$ cat config.mk
export PLATFORM = sky130hd
export DESIGN_NAME = sync_fifo_param
export DESIGN_NICKNAME = d
export VERILOG_FILES = /design/src/rtl/sync_fifo_param.sv
export SDC_FILE = /design/constraint.sdc
export NUM_CORES = 1
export LEC_CHECK = 0
export CAP_MARGIN = 20
export CELL_PAD_IN_SITES_DETAIL_PLACEMENT = 1
export CELL_PAD_IN_SITES_GLOBAL_PLACEMENT = 1
export CORE_MARGIN = 2
export CORE_UTILIZATION = 55
export CTS_CLUSTER_SIZE = 14
export DETAILED_ROUTE_END_ITERATION = 10
export PLACE_DENSITY_LB_ADDON = 0.1
export SYNTH_ARGS = -nofsm -noshare
export SYNTH_HDL_FRONTEND = slang
export SYNTH_SLANG_ARGS = --single-unit
$ cat constraint.sdc
create_clock -name clk -period 7.45 [get_ports clk]
set_input_delay 1.1175 -clock clk [delete_from_list [all_inputs] [get_ports clk]]
set_output_delay 1.1175 -clock clk [all_outputs]
set_load 0.02 [all_outputs]
$ cat src/rtl/sync_fifo_param.sv
// sync_fifo_param: parametrised single-clock FIFO with thresholds, occupancy count, sticky errors and flush; SYNC_FIFO_FWFT_EN selects first-word-fall-through reads
module sync_fifo_param #(
  parameter int DATA_WIDTH = 8,
  parameter int DEPTH      = 16,
  parameter int AF_LEVEL   = DEPTH - 2,
  parameter int AE_LEVEL   = 2
) (
  input  logic                     clk,
  input  logic                     rst,
  input  logic                     clear,
  input  logic                     write_enable,
  input  logic                     read_enable,
  input  logic [DATA_WIDTH-1:0]    datain,
  output logic [DATA_WIDTH-1:0]    dataout,
  output logic                     full,
  output logic                     empty,
  output logic                     almost_full,
  output logic                     almost_empty,
  output logic [$clog2(DEPTH):0]   count,
  output logic                     overflow,
  output logic                     underflow
);
  localparam int AW = $clog2(DEPTH);
  localparam int CW = AW + 1;
  localparam logic [CW-1:0] DEPTH_C = CW'(DEPTH);
  localparam logic [CW-1:0] AF_C = CW'(AF_LEVEL);
  localparam logic [CW-1:0] AE_C = CW'(AE_LEVEL);

  if (DEPTH < 4 || (DEPTH & (DEPTH - 1)) != 0) begin : g_depth_chk
    $error("sync_fifo_param: DEPTH must be a power of two >= 4");
  end
  if (AF_LEVEL > DEPTH) begin : g_af_chk
    $error("sync_fifo_param: AF_LEVEL must not exceed DEPTH");
  end
  if (AE_LEVEL >= AF_LEVEL) begin : g_ae_chk
    $error("sync_fifo_param: AE_LEVEL must be below AF_LEVEL");
  end

  logic [DATA_WIDTH-1:0] mem [DEPTH];
  logic [AW-1:0] wr_ptr, rd_ptr;
  logic [CW-1:0] count_nxt;
  logic rd_acc, wr_acc;

  // accept decisions and next occupancy; a flush forces the next count to zero
  always_comb begin
    rd_acc = read_enable && !empty;
    wr_acc = write_enable && (!full || rd_acc);
    count_nxt = clear ? '0 : count + CW'(wr_acc) - CW'(rd_acc);
  end

  // storage array is deliberately left unreset; writes are blocked during flush and reset
  always_ff @(posedge clk) begin
    if (!rst && !clear && wr_acc) mem[wr_ptr] <= datain;
  end

  // pointers, count, registered flags and sticky errors
  always_ff @(posedge clk or posedge rst) begin
    if (rst) begin
      wr_ptr <= '0;
      rd_ptr <= '0;
      count <= '0;
      empty <= 1'b1;
      full <= 1'b0;
      almost_empty <= 1'b1;
      almost_full <= 1'b0;
      overflow <= 1'b0;
      underflow <= 1'b0;
    end else begin
      wr_ptr <= clear ? '0 : wr_ptr + AW'(wr_acc);
      rd_ptr <= clear ? '0 : rd_ptr + AW'(rd_acc);
      count <= count_nxt;
      empty <= count_nxt == '0;
      full <= count_nxt == DEPTH_C;
      almost_empty <= count_nxt <= AE_C;
      almost_full <= count_nxt >= AF_C;
      overflow <= clear ? 1'b0 : overflow || (write_enable && !wr_acc);
      underflow <= clear ? 1'b0 : underflow || (read_enable && empty);
    end
  end

`ifdef SYNC_FIFO_FWFT_EN
  assign dataout = empty ? '0 : mem[rd_ptr];
`else
  // registered read port holds its value unless a read is accepted
  always_ff @(posedge clk or posedge rst) begin
    if (rst) dataout <= '0;
    else if (!clear && rd_acc) dataout <= mem[rd_ptr];
  end
`endif
endmodule

==> impl_metrics.toml, run 1 <==
[outcome]
status = "complete, no violations"

[worst_hold_path]
hold_path.class = "reg2reg"
min_from = "underflow$_DFF_PP0_"

[critical_path]
crit_fanout = 22
endpoint_kind = "flip-flop"
startpoint = "clear"
r2r_start = "empty$_DFF_PP1_"
crit_required_ns = 7.58
critPathArrivalTime_ns = 3.92
crit_type = "in2reg"
cp-start-kind = "input pin"

[timing]
rsz0062_at_grt = "no"
slew_headroom_pct = 31.3
setup_slack_ns = 3.66
tns_ns = 0
finClkSkew_ns = 0.00902
setup_violations = 0
worst_pin_slew_ns = 1.03
period_minus_slack_ns = 3.79
hold_violations = 0
drv_slew = 0
max_freq_ghz = 0.264
period_share_pct = 50.8

[cells_and_area]
area_growth_pct = 15.8
num_antenna_cells = 0
design_area_sq_um = 7310
layout.nets = 413
n_fill_cell = 978
drive_above_1_share_pct = 17.2

[cts]
cts_tree = "built"
cts-resized-gates = 0
clkSlewWorstSetupHoldPaths_ns = 0.06
cts_buffer_depth = 2
htreeDepth = 4
ctsHoldBuffers = 0
cts_sinks = 155
cts_buffers = 17
cts-root-buf = "clkbuf_16"
cts_setup_buffers = 0
clk-insertion-delay-late_ns = 0.43

[logic_synthesis]
synth_edf_count = 128
synthTopCellsByArea = "edfxtp_1 (61%), dfrtp_1 (9.9%), mux4_2 (6.1%)"
ys_types = 43
synth.most_common_cell = "edfxtp_1"
ys_top_cells_by_count = "edfxtp_1 (128), dfrtp_1 (25), nor2_1 (23)"
ys_warn_count = 0
synth-main-ff-cell = "edfxtp_1"
synth_top_area_share_pct = 60.9
yosysTopAreaCell = "edfxtp_1"
syn_area_sq_um = 6310
synthCells = 349
ys_seq_area_share_pct = 71.6
synth_seq_cells = 155
syn-num-nets = 372
ys_async_sr_fraction_pct = 17.4
synth.avg_cell_area_sq_um = 18.1

[detailed_routing]
wl_per_cell_um = 25.2
firstDrtPassIters = 4
drc = 0
drtAntennaViolNets = 0
viasPerCell = 6.03
drt_first_iter_violations = 256
wl_mm = 13.7
vias = 3279

[die]
die_width_um = 111
die_h_um = 111
rows = 39
die_area_sq_um = 12400
core-area_sq_um = 11300
io_pins = 32
start_util_pct = 55.8

[grt]
antenna_found_initial = 0
grt_pass1_vias = 3667
grt_pass1_wl_mm = 21.6
track_usage_pct = 24.3
grt-ovfl-total = 0
grt_max_degree = 36

[place]
pre_cts_ws_ns = 3.29
io_buffers = 31
place_area_sq_um = 6780
routabilityCongestion = 0.750
hpwl_mm = 8.74

[pwr]
powerDensity_nw_per_um2 = 317
peakVddDrop_mv = 0.220
leakage_nw = 2.48

[flow_run]
drv_cap = 0
## power breakdown
group	switching, mW	internal [mW]	total [mW]
logic	0.258	0.235	0.493
registers	0.0406	0.998	1.04
clock network	0.332	0.454	0.786
## state kept, by name (all words and copies together) (netlist names)
signal        flops
count             5
empty             1
dataout           8
mem             128
full              1
wr_ptr            4
almost_empty      1
underflow         1
almost_full       1
rd_ptr            4
overflow          1
## logic make-up after synthesis
group | synth area share (%)
xor gates and xnor gates | 1.11
and+or+nand+nor | 5.96
buffers and inverters | 2.16
DFF | 71.6
muxes | 13.4
adders and majority gates | 2.10
AOI/OAI and AO/OA | 3.65
## layout make-up
| class | instances | area (sq um) | share of cell area, % |
|---|---|---|---|
| Multi-Input combinational cell | 168 | 1660 | 22.6 |
| Sequential cell | 155 | 4520 | 61.9 |
| Timing Repair Buffer | 39 | 388 | 5.31 |
| Clock inverter | 11 | 97.6 | 1.34 |
| Clock buffer | 19 | 433 | 5.92 |
| Tap cell | 143 | 179 | 2.45 |
| Inverter | 9 | 33.8 | 0.462 |
## routing by layer
metal	up-vias	part of all wire, %	track usage [%]
met5	-	0	0
met4	0	2.6	11.6
met3	17	5.3	5.58
met2	97	52	39.5
met1	1721	40	31.4
li1	1444	-	-
## worst max-delay path: stages
cell,delay (ns)
clkdlybuf4s50_1,0.85
a2111oi_4,0.58
or3b_1,0.48
nor3_1,0.59
buf_2,0.30
## path summary, 6_finish.rpt
| path | to | slack [ns] | cells after the start |
|---|---|---|---|
| max in group asynchronous | almost_empty$_DFF_PP1_ | 5.75 | 3 |
| worst min register to register | underflow$_DFF_PP0_ | 0.52 | 2 |
| worst max register to register | almost_empty$_DFF_PP1_ | 4.42 | 10 |
| worst max-delay path | mem[0][6]$_DFFE_PP_ | 3.66 | 5 |
| min in group asynchronous | dataout[4]$_DFFE_PP0P_ | 1.14 | 2 |
| worst min-delay path | underflow$_DFF_PP0_ | 0.52 | 2 |
## cells in the final DEF, fill, tap and decap left out, types with 3 or more instances in the layout
cell             instances
a21oi_1                  4
a22oi_1                  8
buf_4                    6
clkbuf_16               17
clkdlybuf4s50_1         31
clkinv_2                 3
clkinvlp_4               3
dfrtp_1                 24
edfxtp_1               128
ha_1                     9
inv_1                    9
mux2_2                   8
mux2i_1                 11
mux4_1                  10
mux4_2                  17
nand2_1                  6
nand3_1                  7
nor2_1                  23
nor2b_1                 17
nor3_1                   5
o21ai_0                  7
o21ai_1                  5
xnor2_1                  3
xor2_1                   5
## stage by stage
stage	total power, mW	hold WS (ns)	cells	utilization, %
floorplan	1.36	0.551	349	-
global route	2.41	0.542	544	64.6
detailed placement	1.54	0.510	514	59.9
global placement	1.52	0.484	512	59.6
CTS	2.33	0.524	544	64.6
finish	2.32	0.516	544	64.6
No activity file was read; power rests on OpenSTA's default activity.
==> run 2: changes to the inputs <==
--- a/config.mk
+++ b/config.mk
@@ -9,7 +9,7 @@
 export CELL_PAD_IN_SITES_DETAIL_PLACEMENT = 1
 export CELL_PAD_IN_SITES_GLOBAL_PLACEMENT = 1
 export CORE_MARGIN = 2
-export CORE_UTILIZATION = 55
+export CORE_UTILIZATION = 47
 export CTS_CLUSTER_SIZE = 14
 export DETAILED_ROUTE_END_ITERATION = 10
 export PLACE_DENSITY_LB_ADDON = 0.1
==> constraint.sdc (replaced) <==
create_clock -name clk -period 3.3 [get_ports clk]
set_input_delay 0.495 -clock clk [delete_from_list [all_inputs] [get_ports clk]]
set_output_delay 0.495 -clock clk [all_outputs]
set_load 0.02 [all_outputs]
==> impl_metrics.toml, run 2 (synthesis results as in run 1) <==
[cells_and_area]
layout_commonest_cell = "edfxtp_1"
reg.largest.list = "mem (128), dataout (8), count (5)"
num_antenna_cells = 0
layout.nets = 436
area_growth_pct = 19.4
design_area_sq_um = 7540
layout_common_cells = "edfxtp_1 (128), clkdlybuf4s50_1 (31), buf_4 (31), nor2_1 (23), dfrtp_1 (23)"
drive_above_1_share_pct = 22.6
largest_register_ffs = 128
n_fill_cell = 1183
seq_area_sq_um = 4520
largest-register = "mem"
multi_input_area_sq_um = 1660

[critical_path]
max_stage_delay_ns = 0.53
crit_type = "in2reg"
crit_required_ns = 3.60
cp_num_buf_inv = 2
cpLargestDelayFamily = "adder cells"
cpMaxStageDelayCell = "clkdlybuf4s50_1"
endpoint_kind = "flip-flop"
path_cells = "clkdlybuf4s50_1 -> nand2b_4 -> nand2_1 -> nand2_1 -> ha_1 -> inv_1 -> ha_1 -> fa_1 -> a21o_1 -> a21oi_1 -> mux2_2 -> a2111oi_0"
critPathArrivalTime_ns = 3.21
cp-start-kind = "input pin"
crit_fanout = 3

[grt]
grt_pass1_vias = 3552
grt-ovfl-total = 0
grt_pass1_wl_mm = 21.2
grt_max_degree = 22
track_usage_pct = 21.0
antenna_found_initial = 0

[die]
die_area_sq_um = 14400
start_util_pct = 47.9
die_h_um = 120
rows = 42
die_width_um = 120
io_pins = 32
core-area_sq_um = 13200

[detailed_routing]
wl_per_cell_um = 23.1
vias = 3339
drtAntennaViolNets = 0
viasPerCell = 5.56
drt_first_iter_violations = 227
drc = 0
firstDrtPassIters = 4
wl_mm = 13.9

[flow_run]
drv_cap = 0

[place]
pre_cts_ws_ns = -0.0197
io_buffers = 31
place_area_sq_um = 6980
hpwl_mm = 8.88
routabilityCongestion = 0.793

[cts]
htreeDepth = 4
cts_tree = "built"
cts-root-buf = "clkbuf_16"
ctsHoldBuffers = 0
clk-insertion-delay-late_ns = 0.42
cts_buffers = 17
cts_sinks = 155
cts_setup_buffers = 0
clkSlewWorstSetupHoldPaths_ns = 0.06
cts-resized-gates = 0
cts_buffer_depth = 2

[timing]
worst_pin_slew_ns = 0.788
drv_slew = 0
period_share_pct = 88.3
max_freq_ghz = 0.343
period_minus_slack_ns = 2.91
setup_violations = 0
hold_violations = 0
setup_slack_ns = 0.387
finClkSkew_ns = 0.00777
slew_headroom_pct = 47.4
rsz0062_at_grt = "no"

[pwr]
leakage_nw = 2.60
powerDensity_nw_per_um2 = 707
peakVddDrop_mv = 0.532

[worst_hold_path]
hold_path.class = "reg2reg"

[outcome]
status = "complete, no violations"
[run 2: changes by cell type in the layout (fill, tap and decap cells not counted), sizes merged]
cell / change
clkinv: -3
inv: +6
buf: +23
clkbuf: -2
[run 2: stage by stage]
stage / total power [mW] / setup TNS, ns / util (%) / hold WS, ns / cells
detailed placement: 3.52 / -0.0197 / 52.9 / 0.504 / 570
floorplan: 3.08 / 0 / - / 0.546 / 349
global route: 5.54 / 0 / 57.1 / 0.561 / 601
global placement: 3.49 / 0 / 52.9 / 0.492 / 570
CTS: 5.38 / 0 / 57.1 / 0.519 / 601
finish: 5.33 / 0 / 57.1 / 0.502 / 601
[run 2: metal layers]
metal	wire, um	up-vias	track usage, %	share of wire, %
met3	687	20	5.13	5.0
met4	355	0	8.68	2.6
met5	0	-	0	0
li1	-	1493	-	-
met1	5790	1751	27.0	42
met2	7030	75	34.3	51
[run 2: tightest hold or removal path: stages, from the launching register on]
cell and delay [ns]:
dfrtp_1 0.34, a31oi_1 0.05, nor2_1 0.08
[run 2: cell type report]
type,count,area share [%]
inverter,9,0.448
clock inverter,14,1.78
sequential,155,60.0
timing repair buffer,62,7.21
multi-input combinational,168,22.0
clock buffer,17,5.65
tap,176,2.92
[run 2: path summary, 6_finish.rpt]
| check | from | endpoint | slack, ns | depth (start not counted) |
|---|---|---|---|---|
| setup / recovery | read_enable | almost_empty$_DFF_PP1_ | 0.39 | 12 |
| hold / removal | overflow$_DFF_PP0_ | overflow$_DFF_PP0_ | 0.50 | 2 |
| setup reg to reg | empty$_DFF_PP1_ | almost_empty$_DFF_PP1_ | 0.42 | 10 |
| hold reg to reg | overflow$_DFF_PP0_ | overflow$_DFF_PP0_ | 0.50 | 2 |
| max in group asynchronous | rst | almost_empty$_DFF_PP1_ | 1.97 | 3 |
| min in group asynchronous | rst | wr_ptr[2]$_DFF_PP0_ | 0.62 | 2 |
[run 2: power breakdown]
part           switching [mW]  internal (mW)  leakage (nW)
logic                   0.545          0.563         0.839
clock network           0.797           1.05         0.267
registers               0.125           2.25          1.50
